File: src/rtl/fig_04b_block_077_z_writeback.sv
// Writeback unit and storage for general registers R0-R15.
// Takes Z-bus ALU results (word or byte-lane writes), assembles 16-bit
// loads from byte pairs on the 8-bit memory bus, and auto-increments R15.
//
// Load sequencer states:
//   state      | meaning
//   ST_IDLE    | no load in progress; ld_start accepted
//   ST_WAIT_LO | destination latched, waiting for the low byte
//   ST_WAIT_HI | low byte held, waiting for the high byte (completion)
module fig_04b_block_077_z_writeback (
    input  logic        clk,
    input  logic        rst_n,
    input  logic        z_we,
    input  logic [3:0]  zsel,
    input  logic [15:0] zbus,
    input  logic [1:0]  zmode,
    input  logic        pc_inc,
    input  logic        ld_start,
    input  logic [3:0]  ld_dst,
    input  logic        ld_byte_valid,
    input  logic [7:0]  ld_byte,
    output logic        ld_busy,
    output logic        r15_written,
    output logic [15:0] r00,
    output logic [15:0] r01,
    output logic [15:0] r02,
    output logic [15:0] r03,
    output logic [15:0] r04,
    output logic [15:0] r05,
    output logic [15:0] r06,
    output logic [15:0] r07,
    output logic [15:0] r08,
    output logic [15:0] r09,
    output logic [15:0] r10,
    output logic [15:0] r11,
    output logic [15:0] r12,
    output logic [15:0] r13,
    output logic [15:0] r14,
    output logic [15:0] r15
);

    typedef enum logic [1:0] {
        ST_IDLE    = 2'd0,
        ST_WAIT_LO = 2'd1,
        ST_WAIT_HI = 2'd2
    } ld_state_t;

    ld_state_t   state_q, state_d;
    logic [3:0]  dst_q, dst_d;
    logic [7:0]  lo_q, lo_d;
    logic [15:0] regs_q [16];
    logic [15:0] regs_d [16];
    logic        r15_written_q, r15_written_d;
    logic        ld_commit;

    // Byte-lane merge of Z-bus data into the current (pre-increment) value.
    function automatic logic [15:0] z_merge(input logic [15:0] cur,
                                            input logic [15:0] data,
                                            input logic [1:0]  mode);
        logic [15:0] res;
        case (mode)
            2'b01:   res = {cur[15:8], data[7:0]};
            2'b10:   res = {data[15:8], cur[7:0]};
            default: res = data;
        endcase
        return res;
    endfunction

    // Sequencer state, latched destination and low byte.
    always_ff @(posedge clk or negedge rst_n) begin
        if (!rst_n) begin
            state_q <= ST_IDLE;
            dst_q   <= 4'd0;
            lo_q    <= 8'd0;
        end else begin
            state_q <= state_d;
            dst_q   <= dst_d;
            lo_q    <= lo_d;
        end
    end

    // Sequencer next state; ld_start outside IDLE and bytes in IDLE are ignored.
    always_comb begin
        state_d = state_q;
        dst_d   = dst_q;
        lo_d    = lo_q;
        case (state_q)
            ST_IDLE: begin
                if (ld_start) begin
                    state_d = ST_WAIT_LO;
                    dst_d   = ld_dst;
                end
            end
            ST_WAIT_LO: begin
                if (ld_byte_valid) begin
                    state_d = ST_WAIT_HI;
                    lo_d    = ld_byte;
                end
            end
            ST_WAIT_HI: begin
                if (ld_byte_valid) begin
                    state_d = ST_IDLE;
                end
            end
            default: state_d = ST_IDLE;
        endcase
    end

    // Sequencer outputs decoded from the state register.
    always_comb begin
        ld_busy   = (state_q != ST_IDLE);
        ld_commit = (state_q == ST_WAIT_HI) && ld_byte_valid;
    end

    // Register next values; priority Z write > load completion > pc_inc.
    always_comb begin
        for (int i = 0; i < 16; i++) begin
            regs_d[i] = regs_q[i];
            if (i == 15 && pc_inc) begin
                regs_d[i] = regs_q[i] + 16'd1;
            end
            if (ld_commit && dst_q == 4'(i)) begin
                regs_d[i] = {ld_byte, lo_q};
            end
            if (z_we && zsel == 4'(i)) begin
                regs_d[i] = z_merge(regs_q[i], zbus, zmode);
            end
        end
        r15_written_d = (z_we && zsel == 4'd15) || (ld_commit && dst_q == 4'd15);
    end

    // Register storage and the prefetch-flush pulse.
    always_ff @(posedge clk or negedge rst_n) begin
        if (!rst_n) begin
            for (int i = 0; i < 16; i++) begin
                regs_q[i] <= 16'd0;
            end
            r15_written_q <= 1'b0;
        end else begin
            for (int i = 0; i < 16; i++) begin
                regs_q[i] <= regs_d[i];
            end
            r15_written_q <= r15_written_d;
        end
    end

    // Register contents go straight from the flops to the select blocks.
    always_comb begin
        r15_written = r15_written_q;
        r00 = regs_q[0];
        r01 = regs_q[1];
        r02 = regs_q[2];
        r03 = regs_q[3];
        r04 = regs_q[4];
        r05 = regs_q[5];
        r06 = regs_q[6];
        r07 = regs_q[7];
        r08 = regs_q[8];
        r09 = regs_q[9];
        r10 = regs_q[10];
        r11 = regs_q[11];
        r12 = regs_q[12];
        r13 = regs_q[13];
        r14 = regs_q[14];
        r15 = regs_q[15];
    end

endmodule

File: config.mk
export PLATFORM = sky130hd
export DESIGN_NAME = fig_04b_block_077_z_writeback
export DESIGN_NICKNAME = d
export VERILOG_FILES = /design/src/rtl/fig_04b_block_077_z_writeback.sv
export SDC_FILE = /design/constraint.sdc
export NUM_CORES = 1
export LEC_CHECK = 0
export CAP_MARGIN = 15
export CELL_PAD_IN_SITES_DETAIL_PLACEMENT = 1
export CELL_PAD_IN_SITES_GLOBAL_PLACEMENT = 1
export CORE_MARGIN = 2
export CORE_UTILIZATION = 25
export CTS_CLUSTER_SIZE = 20
export DETAILED_ROUTE_END_ITERATION = 10
export PLACE_DENSITY_LB_ADDON = 0.1
export SLEW_MARGIN = 20
export SYNTH_ARGS = -nofsm -noshare
export SYNTH_HDL_FRONTEND = slang
export SYNTH_SLANG_ARGS = --single-unit
File: constraint.sdc
create_clock -name clk -period 2.9 [get_ports clk]
set_input_delay 0.29 -clock clk [delete_from_list [all_inputs] [get_ports clk]]
set_output_delay 0.29 -clock clk [all_outputs]
set_load 0.01 [all_outputs]
# --- After elaboration in Yosys (flattened, before gate mapping) ---
# Index checks and enable logic that the tools add are counted.
# W data, S select, Z words.
word_totals:
  register_bits: 271
  latch_bits: 0
  ram_bits: 0
  mem_bits_ro: 0
  inputBits: 40
  out_inout_bits: 258
  mem_count: 0
op_classes:
  addsub: 1
  n_mul: 0
  div: 0
  n_lt_le_gt_ge: 0
  eq_ne: 69
  shifts: 0
  n_mux: 38
  bitwise_logic: 0
  n_reduce_logical: 89
ops:
  columns: ["op", "n"]
  rows:
  - ["$mux W16", 33]
  - ["$ne A2 B2 Y1 const B", 35]
  - ["$reduce_and A2 Y1", 34]
  - ["$eq A4 B4 Y1 const B", 16]
  - ["$logic_and A1 B1 Y1", 33]
  - ["$eq A4 B3 Y1 const B", 8]
  - ["$pmux W16 S2", 1]
  - ["$reduce_bool A2 Y1", 16]
  - ["$add A16 B1 Y16 const B", 1]
  - ["$eq A4 B2 Y1 const B", 4]
  - ["$eq A4 B1 Y1 const B", 2]
  - ["$logic_not A4 Y1", 2]
  - ["$mux W2", 3]
  - ["$pmux W2 S3", 1]
  - ["$eq A2 B1 Y1 const B", 2]
  - ["$eq A2 B2 Y1 const B", 2]
  - ["$reduce_and A3 Y1", 1]
  - ["$reduce_bool A3 Y1", 1]
  - ["$logic_not A2 Y1", 1]
  - ["$logic_or A1 B1 Y1", 1]

# --- Longest topological paths before layout ---
# Gate-level depths: netlist of run 1.
logic_depth:
  word_depth: 5
  ltp_mapped: 11

# --- Worst setup path after synthesis of run 1 ---
# No wires, ideal clock.
synth_timing:
  path_kind: "input port to flip-flop"
  startpoint: "input zmode[0]"
  endpoint: "register regs_q (netlist bit r00[10])"
  arrival_ps: 1823
  required_time_ps: 2772
  path_slack_ps: 949
  path_stages: 10
  path_buffers: 4
  cell_sequence: "inv_1 -> ha_1 -> clkbuf_1 -> or2_1 -> buf_2 -> buf_2 -> nand2_1 -> buf_2 -> o21ai_0 -> mux2_1"
synth_between:
  elab_chain_len: 3
synth_lines:
  columns: ["element", "line_no", "rtl"]
  rows:
  - ["start, declared", "16", "input logic [1:0] zmode,"]
  - ["$eq A2 B1 Y1", "61", "case (mode)"]
  - ["$ne A2 B2 Y1 (no source line)", null, null]
  - ["$reduce_and A2 Y1 (no source line)", null, null]
  - ["end signal, assigned by index", "141", "regs_q[i] <= regs_d[i];"]
  - ["end, declared", "51", "logic [15:0] regs_q [16];"]
# No other way between the ends.
# A chain may end at the register's enable or synchronous reset.

# --- Worst setup path in the final report of run 1 ---
layout_timing:
  startpoint: "register dst_q[1]"
  endpoint: "register regs_q (netlist bit r10[2])"
layout_between:
  elab_chain_len: 4
layout_lines:
  columns: ["element", "line_no", "rtl"]
  rows:
  - ["start, declared", "49", "logic [3:0] dst_q, dst_d;"]
  - ["start signal, assigned", "77", "dst_q <= dst_d;"]
  - ["$eq A4 B4 Y1", "122", "if (ld_commit && dst_q == 4'(i)) begin"]
  - ["$logic_and A1 B1 Y1", "122", null]
  - ["$reduce_bool A2 Y1 (no source line)", null, null]
  - ["$reduce_and A2 Y1 (no source line)", null, null]
# No other way between the ends.

==> flow_summary.toml, run 1 <==
[outcome]
status = "finished clean"

[routing]
drt_iter0_markers = 684
drt-total-wl_um = 63400
route.vias.total = 12200
viasPerCell = 4.79
dr.pass1.iters = 5
drc = 0
wl_per_cell_um = 24.9
final_antenna_net_count = 0

[synth]
ys_types = 62
ys_seq_elements = 271
synth.area.top_cells = "dfrtp_1, mux2_1, o21ai_0, nand2_1, mux2i_1"
synth-adder-area-share_pct = 0.271
yosys.area.top_type = "dfrtp_1"
synth_top_area_share_pct = 48.9
synth_warnings = 0
synthMuxAreaShare_pct = 15.3
async_reset_ff_share_pct = 100
synth_cells = 1492
ys.flop_type = "dfrtp_1"
synth_area_mm2 = 0.0139
avgSynthCellArea_um2 = 9.29
synth_compound_area_share_pct = 16.1
synth_top_family_by_area = "compound AO/OA/AOI/OAI gates"
syn_nets = 1535
synth-xor-area-share_pct = 0.253
synth-seq-area-share_pct = 48.9
synth-simple-area-share_pct = 14.4
synth_edf_count = 0

[clocking]
clkLatencyLatePin_ns = 0.56
cts_tree = "built"
post-cts-setup-buffers = 0
path_clk_slew_ns = 0.06
numCtsBuffers = 36
clkSinkCount = 271
cts_resized = 0
htreeDepth = 2
clk_path_buf_depth = 3
cts_root_buffer = "clkbuf_16"

[grt]
grt_overflow = 0
grt_pass1_wl_um = 91400
track_usage_pct = 22.3
first_global_vias = 12700
met2_usage_pct = 36.5
grtUsageMet1_pct = 30.5
antenna_found_initial = 6
grt_util_met3_pct = 3.87
grt_max_degree = 76
globalRoute.busiestLayer = "met2"

[cells_and_area]
fill_cells = 6235
final_core_util_pct = 34.8
layout-drive-gt1-share_pct = 10.9
antennaDiodeCount = 0
fin_nets = 1817
multi_input_area_mm2 = 0.00645
seq_area_mm2 = 0.00678
area_growth_pct = 37.9
instances_no_fill = 2548

[worst_setup_path]
crit_fanout = 8
ff2ff_setup_slack_ns = 0.65
worstPathArrival_ns = 2.66
timing.rr.end = "r10[2]$_DFFE_PN0P_"
cp-start-kind = "flip-flop"
path_class = "reg -> reg"
reg2reg_from = "dst_q[1]$_DFFE_PN0P_"
cp-end-kind = "flip-flop"
crit_required_ns = 3.31
reg2reg_depth = 5

[die]
rows = 86
fp.dieH_um = 239
die_area_mm2 = 0.0574
io_pins = 298
initial_utilization_pct = 25.2
design.core.area_mm2 = 0.0550
die_w_um = 239

[timing]
slew_headroom_pct = 23.3
timing_hold_violations_final = 0
tightest_slew_ns = 1.15
setup_violations = 0
post-route-period-util_pct = 77.5
fin_skew_ns = 0.0236
slew_violations = 0
setup_tns_ns = 0
rsz0062_at_grt = "no"
fmax_ghz = 0.445
period_minus_slack_ns = 2.25

[run]
maxCapViolations = 0

[pwr]
power_density_mw_per_mm2 = 1010
p_leak_nw = 8.16
peakVddDrop_mv = 0.397

[place]
io_buffers = 297
gp_congestion = 0.804
place_hpwl_um = 45000
post-place-cells = 2483

[worst_hold_path]
min_path_type = "in -> reg"
hold_start = "ld_dst[1]"
min_to = "dst_q[1]$_DFFE_PN0P_"
whs_path_depth = 3
cell type report:
class	count	share of cell area, %
repair buffers	388	19.6
clock inverters	8	0.380
multi-input cells	1065	33.8
well taps	748	4.89
flip-flops and latches	271	35.5
clock buffers	56	5.63
inverters	12	0.236
synth_stat cells (all sizes together), types with 2 or more instances:
master and number:
nor4 3, o2bb2ai 2, a21o 3, xnor2 4, mux2 143, dfrtp 271, o31ai 2, nand4b 2
and3b 2, or2 3, mux2i 48, nor3 20, o21a 18, a21oi 92, buf 55, o211ai 6
or3 3, and2 10, a222oi 2, nor2b 10, nand2 267, clkbuf 89, nand4 5, nor2 111
a22o 4, inv 12, ha 3, a31oi 14, nand3 16, o21ai 250, nand3b 4, nand2b 2
per-layer routing:
layer | wire [µm] | up-vias
met5 | 42 | -
met4 | 1240 | 6
met3 | 2940 | 71
met2 | 30000 | 313
met1 | 29100 | 6121
li1 | - | 5701
cell usage in the layout, fill, tap and decap left out, types with 15 or more instances in the layout:
cell and n:
mux2i_1 46, clkdlybuf4s50_1 294, a21oi_1 88, mux2_1 128
o21ai_0 196, nor2_1 104, nor3_1 20, clkbuf_16 37
buf_4 82, o21a_1 18, nand2_1 266, dfrtp_1 271
o21ai_1 46, mux2_2 15
sequential cells by signal, summed over array words and instances, names as in the netlist, 2 cells and up:
name     cells
r08         16
r09         16
lo_q         8
r05         16
r10         16
r07         16
r01         16
r02         16
r13         16
r06         16
r04         16
r14         16
state_q      2
dst_q        4
r00         16
r12         16
r03         16
r11         16
r15         16
where the power goes:
group,internal [mW],switching (mW),leakage (nW)
logic,4.16,3.41,4.20
registers,5.50,1.74,3.39
clock network,2.64,1.78,0.569
total,12.3,6.94,8.16
how the worst max path moves through the flow:
stage / from / endpoint / slack, ns
final: dst_q[1]$_DFFE_PN0P_ / r10[2]$_DFFE_PN0P_ / 0.65
after global routing: dst_q[1]$_DFFE_PN0P_ / r10[8]$_DFFE_PN0P_ / 0.38
after CTS: dst_q[1]$_DFFE_PN0P_ / r10[2]$_DFFE_PN0P_ / 0.57
after detailed placement: zsel[0] / r07[4]$_DFFE_PN0P_ / 0.1
after global placement: zsel[3] / r10[10]$_DFFE_PN0P_ / 0.20
after floorplan: zmode[0] / r00[10]$_DFFE_PN0P_ / 0.95
critical path: stages (launching register included):
cell,delay (ns)
dfrtp_1,0.51
inv_1,0.17
nor3_1,0.47
nand3_1,0.26
o21a_1,0.32
mux2_1,0.38
logic make-up after synthesis:
kind of cell | after synthesis
DFF | 271
xor gates and xnor gates | 4
buffers and inverters | 156
adders and majority gates | 3
muxes | 191
AOI/OAI and AO/OA | 403
and+or+nand+nor | 464
through the flow:
stage	instance area, µm²	power [mW]	hold WS, ns	setup slack [ns]
after CTS	19100	19.6	0.280	0.571
final	19100	19.2	0.315	0.653
after global placement	18000	14.9	0.332	0.199
after floorplan	13900	9.60	-0.00559	0.949
after global routing	19100	20.4	0.330	0.381
after detailed placement	18000	15.0	0.340	0.0962
what timing repair did:
item	4_1_cts	5_1_grt
endpoints found under the setup margin	0	0
hold buffers	1	0
endpoints found under the hold margin	71	0
Power figures use the tool's default switching activity.
==> run 2, diff against run 1 <==
==> constraint.sdc (replaced) <==
create_clock -name clk -period 2 [get_ports clk]
set_input_delay 0.2 -clock clk [delete_from_list [all_inputs] [get_ports clk]]
set_output_delay 0.2 -clock clk [all_outputs]
set_load 0.01 [all_outputs]
==> run 2 against run 1 <==
Effect of this change: critical path depth is 2 higher; utilization is 2.5 points higher; total power is 47% higher; clock skew is 0.0011 ns higher; non-clock buffer count is 101 higher; hold slack worse by 0.22 ns; critical path type unchanged; largest power group unchanged; highest routed layer unchanged.
==> flow_summary.toml, run 2 (same netlist as run 1, synthesis figures left out) <==
[place]
place_hpwl_um = 47000
io_buffers = 297
gp_congestion = 0.846
place_ws_ns = -0.418

[pwr]
power_density_mw_per_mm2 = 1380
peakVddDrop_mv = 0.635
p_leak_nw = 8.87

[worst_setup_path]
cp-end-kind = "flip-flop"
reg2reg_depth = 7
reg2reg_from = "state_q[0]$_DFFE_PN0P_"
ff2ff_setup_slack_ns = 0.01
timing.rr.end = "r13[9]$_DFFE_PN0P_"
cp-start-kind = "flip-flop"
path_cells = "nand3b_1 -> buf_4 -> or4b_4 -> mux2i_4 -> buf_12 -> nor2_1 -> a21oi_1"
slowest_stage = "or4b_4"
crit_buf_inv = 2
crit_fanout = 16
cpLargestDelayFamily = "simple AND/OR/NAND/NOR gates"
path_class = "reg -> reg"
crit_required_ns = 2.46
cp_slowest_stage_delay_ns = 0.56
worstPathArrival_ns = 2.45

[timing]
setup_violations = 0
period_minus_slack_ns = 1.99
rsz0062_at_grt = "yes"
worst_slack_ns = 0.0120
tightest_slew_ns = 0.733
fmax_ghz = 0.503
slew_violations = 0
whs_ns = 0.0960
setup_tns_ns = 0
slew_headroom_pct = 51.1
fin_skew_ns = 0.0246
timing_hold_violations_final = 0
post-route-period-util_pct = 99.4

[cells_and_area]
fin_nets = 1918
layout-drive-gt1-share_pct = 16.4
area_growth_pct = 47.8
layout_common_cells = "clkdlybuf4s50_1, dfrtp_1, nand2_1"
final_core_util_pct = 37.3
fill_cells = 6238
final_common_cell = "clkdlybuf4s50_1"

[routing]
final_antenna_net_count = 0
drt_iter0_markers = 811
viasPerCell = 4.78
wl_per_cell_um = 24.4
dr.pass1.iters = 7
drt-total-wl_um = 64700
route.vias.total = 12700
drc = 0

[die]
io_pins = 298
fp.dieH_um = 239
initial_utilization_pct = 25.2
rows = 86
design.core.area_mm2 = 0.0550
die_w_um = 239
die_area_mm2 = 0.0574

[grt]
grt_max_degree = 76
first_global_vias = 13400
antenna_found_initial = 6
grt_overflow = 0
track_usage_pct = 22.7
grt_pass1_wl_um = 94200

[run]
maxCapViolations = 0

[clocking]
clk_path_buf_depth = 3
clkLatencyLatePin_ns = 0.56
cts_root_buffer = "clkbuf_16"
path_clk_slew_ns = 0.06
htreeDepth = 2
cts_tree = "built"
numCtsBuffers = 36
clkSinkCount = 271

[worst_hold_path]
min_path_type = "in -> async"

[outcome]
status = "finished clean"
[run 2: cell count changes in the layout (fill, tap and decap cells not counted), sizes merged]
cell           change
clkinvlp           +2
diode              +2
clkdlybuf4s50      +1
dlygate4sd2        +1
clkbuf             -3
bufinv             -1
buf               +99
clkinv             +2
[run 2: cell type report]
type	count	area, µm²	area share (%)
inverter	12	45.0	0.220
antenna	2	5.00	0.0244
tap	748	936	4.57
timing repair buffer	489	5120	25.0
sequential	271	6780	33.1
clock buffer	53	1050	5.10
multi-input combinational	1065	6490	31.7
clock inverter	11	67.6	0.330
[run 2: how the worst max path moves through the flow]
stage                                      start             endpoint  slack, ns  cells after the start
after floorplan                         zmode[0]  r00[10]$_DFFE_PN0P_       0.14                     10
after global placement                  zmode[0]  r03[15]$_DFFE_PN0P_      -0.38                     10
after detailed placement                zmode[0]  r03[15]$_DFFE_PN0P_      -0.42                     10
after CTS                 state_q[0]$_DFFE_PN0P_   r10[0]$_DFFE_PN0P_      0.005                      6
after global routing      state_q[0]$_DFFE_PN0P_   r13[4]$_DFFE_PN0P_      -0.07                      7
final                     state_q[0]$_DFFE_PN0P_   r13[9]$_DFFE_PN0P_       0.01                      7
[run 2: timing repair]
action,CTS,global route
endpoints found under the setup margin,18,86
pin swaps,0,3
hold buffers,1,0
buffers inserted,0,1
gates resized for setup,2,17
endpoints found under the hold margin,271,0
[run 2: per-stage QoR]
step                      instances  power (mW)  instance area, µm²
after floorplan                1492        13.9               13900
after global placement         2583        22.1               19300
after detailed placement       2583        22.3               19300
after CTS                      2648        28.7               20400
after global routing           2649        30.0               20500
final                          2651        28.2               20500
[run 2: report_power, final]
part	switching, mW	internal [mW]
sequential	2.19	7.98
clock	2.62	3.63
combinational	5.41	6.41
[run 2: routing by layer]
metal | wire length, µm | vias up | GRT usage [%]
met5 | 56 | - | 0
met4 | 1610 | 8 | 6.42
met3 | 3080 | 92 | 3.91
met2 | 31000 | 321 | 37.8
met1 | 28900 | 6344 | 30.1
li1 | - | 5899 | -
==> run 3, diff against run 2 <==
--- a/config.mk
+++ b/config.mk
@@ -5,13 +5,14 @@
 export SDC_FILE = /design/constraint.sdc
 export NUM_CORES = 1
 export LEC_CHECK = 0
-export CAP_MARGIN = 15
+export CAP_MARGIN = 20
 export CELL_PAD_IN_SITES_DETAIL_PLACEMENT = 1
 export CELL_PAD_IN_SITES_GLOBAL_PLACEMENT = 1
 export CORE_MARGIN = 2
 export CORE_UTILIZATION = 25
 export CTS_CLUSTER_SIZE = 20
 export DETAILED_ROUTE_END_ITERATION = 10
+export MAX_ROUTING_LAYER = met4
 export PLACE_DENSITY_LB_ADDON = 0.1
 export SLEW_MARGIN = 20
 export SYNTH_ARGS = -nofsm -noshare
==> run 3 against run 2 <==
Effect of this change: sequential cell count stayed put; worst setup slack better by 0.0099 ns; via count is 0.38% lower; utilization hardly changed; sequential power hardly changed; fmax is 0.50% higher; non-clock buffer count stayed put; clock skew is 0.0046 ns lower; routed wire length is 0.17% lower.
==> flow_summary.toml, run 3 (same netlist as run 1, synthesis figures left out) <==
[die]
fp.dieH_um = 239
die_w_um = 239
initial_utilization_pct = 25.2
io_pins = 298
design.core.area_mm2 = 0.0550
rows = 86
die_area_mm2 = 0.0574

[routing]
viasPerCell = 4.75
drt_iter0_markers = 794
drt-total-wl_um = 64600
wl_per_cell_um = 24.3
drc = 0
route.vias.total = 12600
final_antenna_net_count = 0
dr.pass1.iters = 6

[cells_and_area]
area_growth_pct = 47.9
final_common_cell = "clkdlybuf4s50_1"
layout_common_cells = "clkdlybuf4s50_1, dfrtp_1, nand2_1"
fin_nets = 1918
final_area_mm2 = 0.0205
layout-drive-gt1-share_pct = 16.4

[worst_setup_path]
crit_fanout = 16
ff2ff_setup_slack_ns = 0.02
timing.rr.end = "r13[9]$_DFFE_PN0P_"
crit_required_ns = 2.47
reg2reg_from = "state_q[0]$_DFFE_PN0P_"
path_class = "reg -> reg"
worstPathArrival_ns = 2.44
cp-start-kind = "flip-flop"
cp-end-kind = "flip-flop"
reg2reg_depth = 7

[clocking]
cts_root_buffer = "clkbuf_16"
clk_path_buf_depth = 3
numCtsBuffers = 36
htreeDepth = 2
cts_tree = "built"
clkSinkCount = 271
path_clk_slew_ns = 0.06
clkLatencyLatePin_ns = 0.56

[pwr]
peakVddDrop_mv = 0.631
p_comb_share_pct = 41.8
power_density_mw_per_mm2 = 1380
p_switching_mw = 10.2
intPower_mw = 18.0
switching_share_pct = 36.2
p_leak_nw = 8.87
power_frac_seq_pct = 36.0
p_clk_share_pct = 22.1

[grt]
track_usage_pct = 23.3
grt_max_degree = 76
first_global_vias = 13400
antenna_found_initial = 6
grt_overflow = 0
grt_pass1_wl_um = 94100

[timing]
fin_skew_ns = 0.0200
worst_slack_ns = 0.0220
setup_violations = 0
timing_hold_violations_final = 0
fmax_ghz = 0.506
post-route-period-util_pct = 98.9
tightest_slew_ns = 0.726
slew_violations = 0
slew_headroom_pct = 51.6
rsz0062_at_grt = "yes"
period_minus_slack_ns = 1.98

[outcome]
status = "finished clean"

[place]
place_area_mm2 = 0.0193
gp_congestion = 0.860
place_ws_ns = -0.418
place_hpwl_um = 47000
io_buffers = 297

[worst_hold_path]
min_path_type = "in -> async"

[run]
maxCapViolations = 0
run 3: worst max path at each step:
stage                                      start             endpoint  slack [ns]  cells after the start
after floorplan                         zmode[0]  r00[10]$_DFFE_PN0P_        0.14                     10
after global placement                  zmode[0]  r03[15]$_DFFE_PN0P_       -0.38                     10
after detailed placement                zmode[0]  r03[15]$_DFFE_PN0P_       -0.42                     10
after CTS                 state_q[0]$_DFFE_PN0P_   r10[0]$_DFFE_PN0P_       0.005                      6
after global routing      state_q[0]$_DFFE_PN0P_   r13[4]$_DFFE_PN0P_       -0.07                      7
final                     state_q[0]$_DFFE_PN0P_   r13[9]$_DFFE_PN0P_        0.02                      7
run 3: what timing repair did:
action | CTS | global route
pin swaps | 0 | 3
gates resized for setup | 2 | 17
endpoints found under the hold margin | 271 | 0
hold buffers | 1 | 0
setup buffers | 0 | 1
endpoints found under the setup margin | 18 | 86
run 3: layout make-up:
cell class                 instances  area [µm²]
antenna                            6        15.0
clock buffer                      53        1050
clock inverter                    11        67.6
fill                            6239       34500
inverter                          12        45.0
multi-input combinational       1065        6490
sequential                       271        6780
tap                              748         936
timing repair buffer             489        5120
run 3: worst max-delay path, stage by stage (launching register included):
cell and delay, ns:
dfrtp_1 0.38, nand3b_1 0.23, buf_4 0.18, or4b_4 0.56
mux2i_4 0.19, buf_12 0.17, nor2_1 0.05, a21oi_1 0.12
run 3: power groups by stage:
| stage | Combinational [mW] | Clock (mW) | Sequential [mW] |
|---|---|---|---|
| floorplan | 3.47 | 0 | 10.5 |
| global placement | 11.8 | 0 | 10.3 |
| detailed placement | 11.9 | 0 | 10.3 |
| CTS | 12.0 | 6.45 | 10.3 |
| global route | 12.8 | 6.66 | 10.5 |
| finish | 11.8 | 6.25 | 10.2 |
run 3: metal layers:
layer  global-route usage, %  vias up  share of wire, %
li1                        -     5906                 -
met1                    30.4     6323                45
met2                    37.8      299                48
met3                    3.55       88               4.3
met4                    6.42        0               2.4
met5                       -        -                 0
run 3: through the flow:
step	std cells	total power [mW]	setup TNS, ns	util, %	hold WS, ns
global placement	2583	22.1	-52.87	35.1	0.0667
detailed placement	2583	22.3	-62.12	35.1	0.0660
floorplan	1492	13.9	0	-	-0.0956
finish	2655	28.2	0	37.3	0.0921
CTS	2648	28.7	0	37.2	0.0601
global route	2654	30.0	-0.745	37.3	0.0879
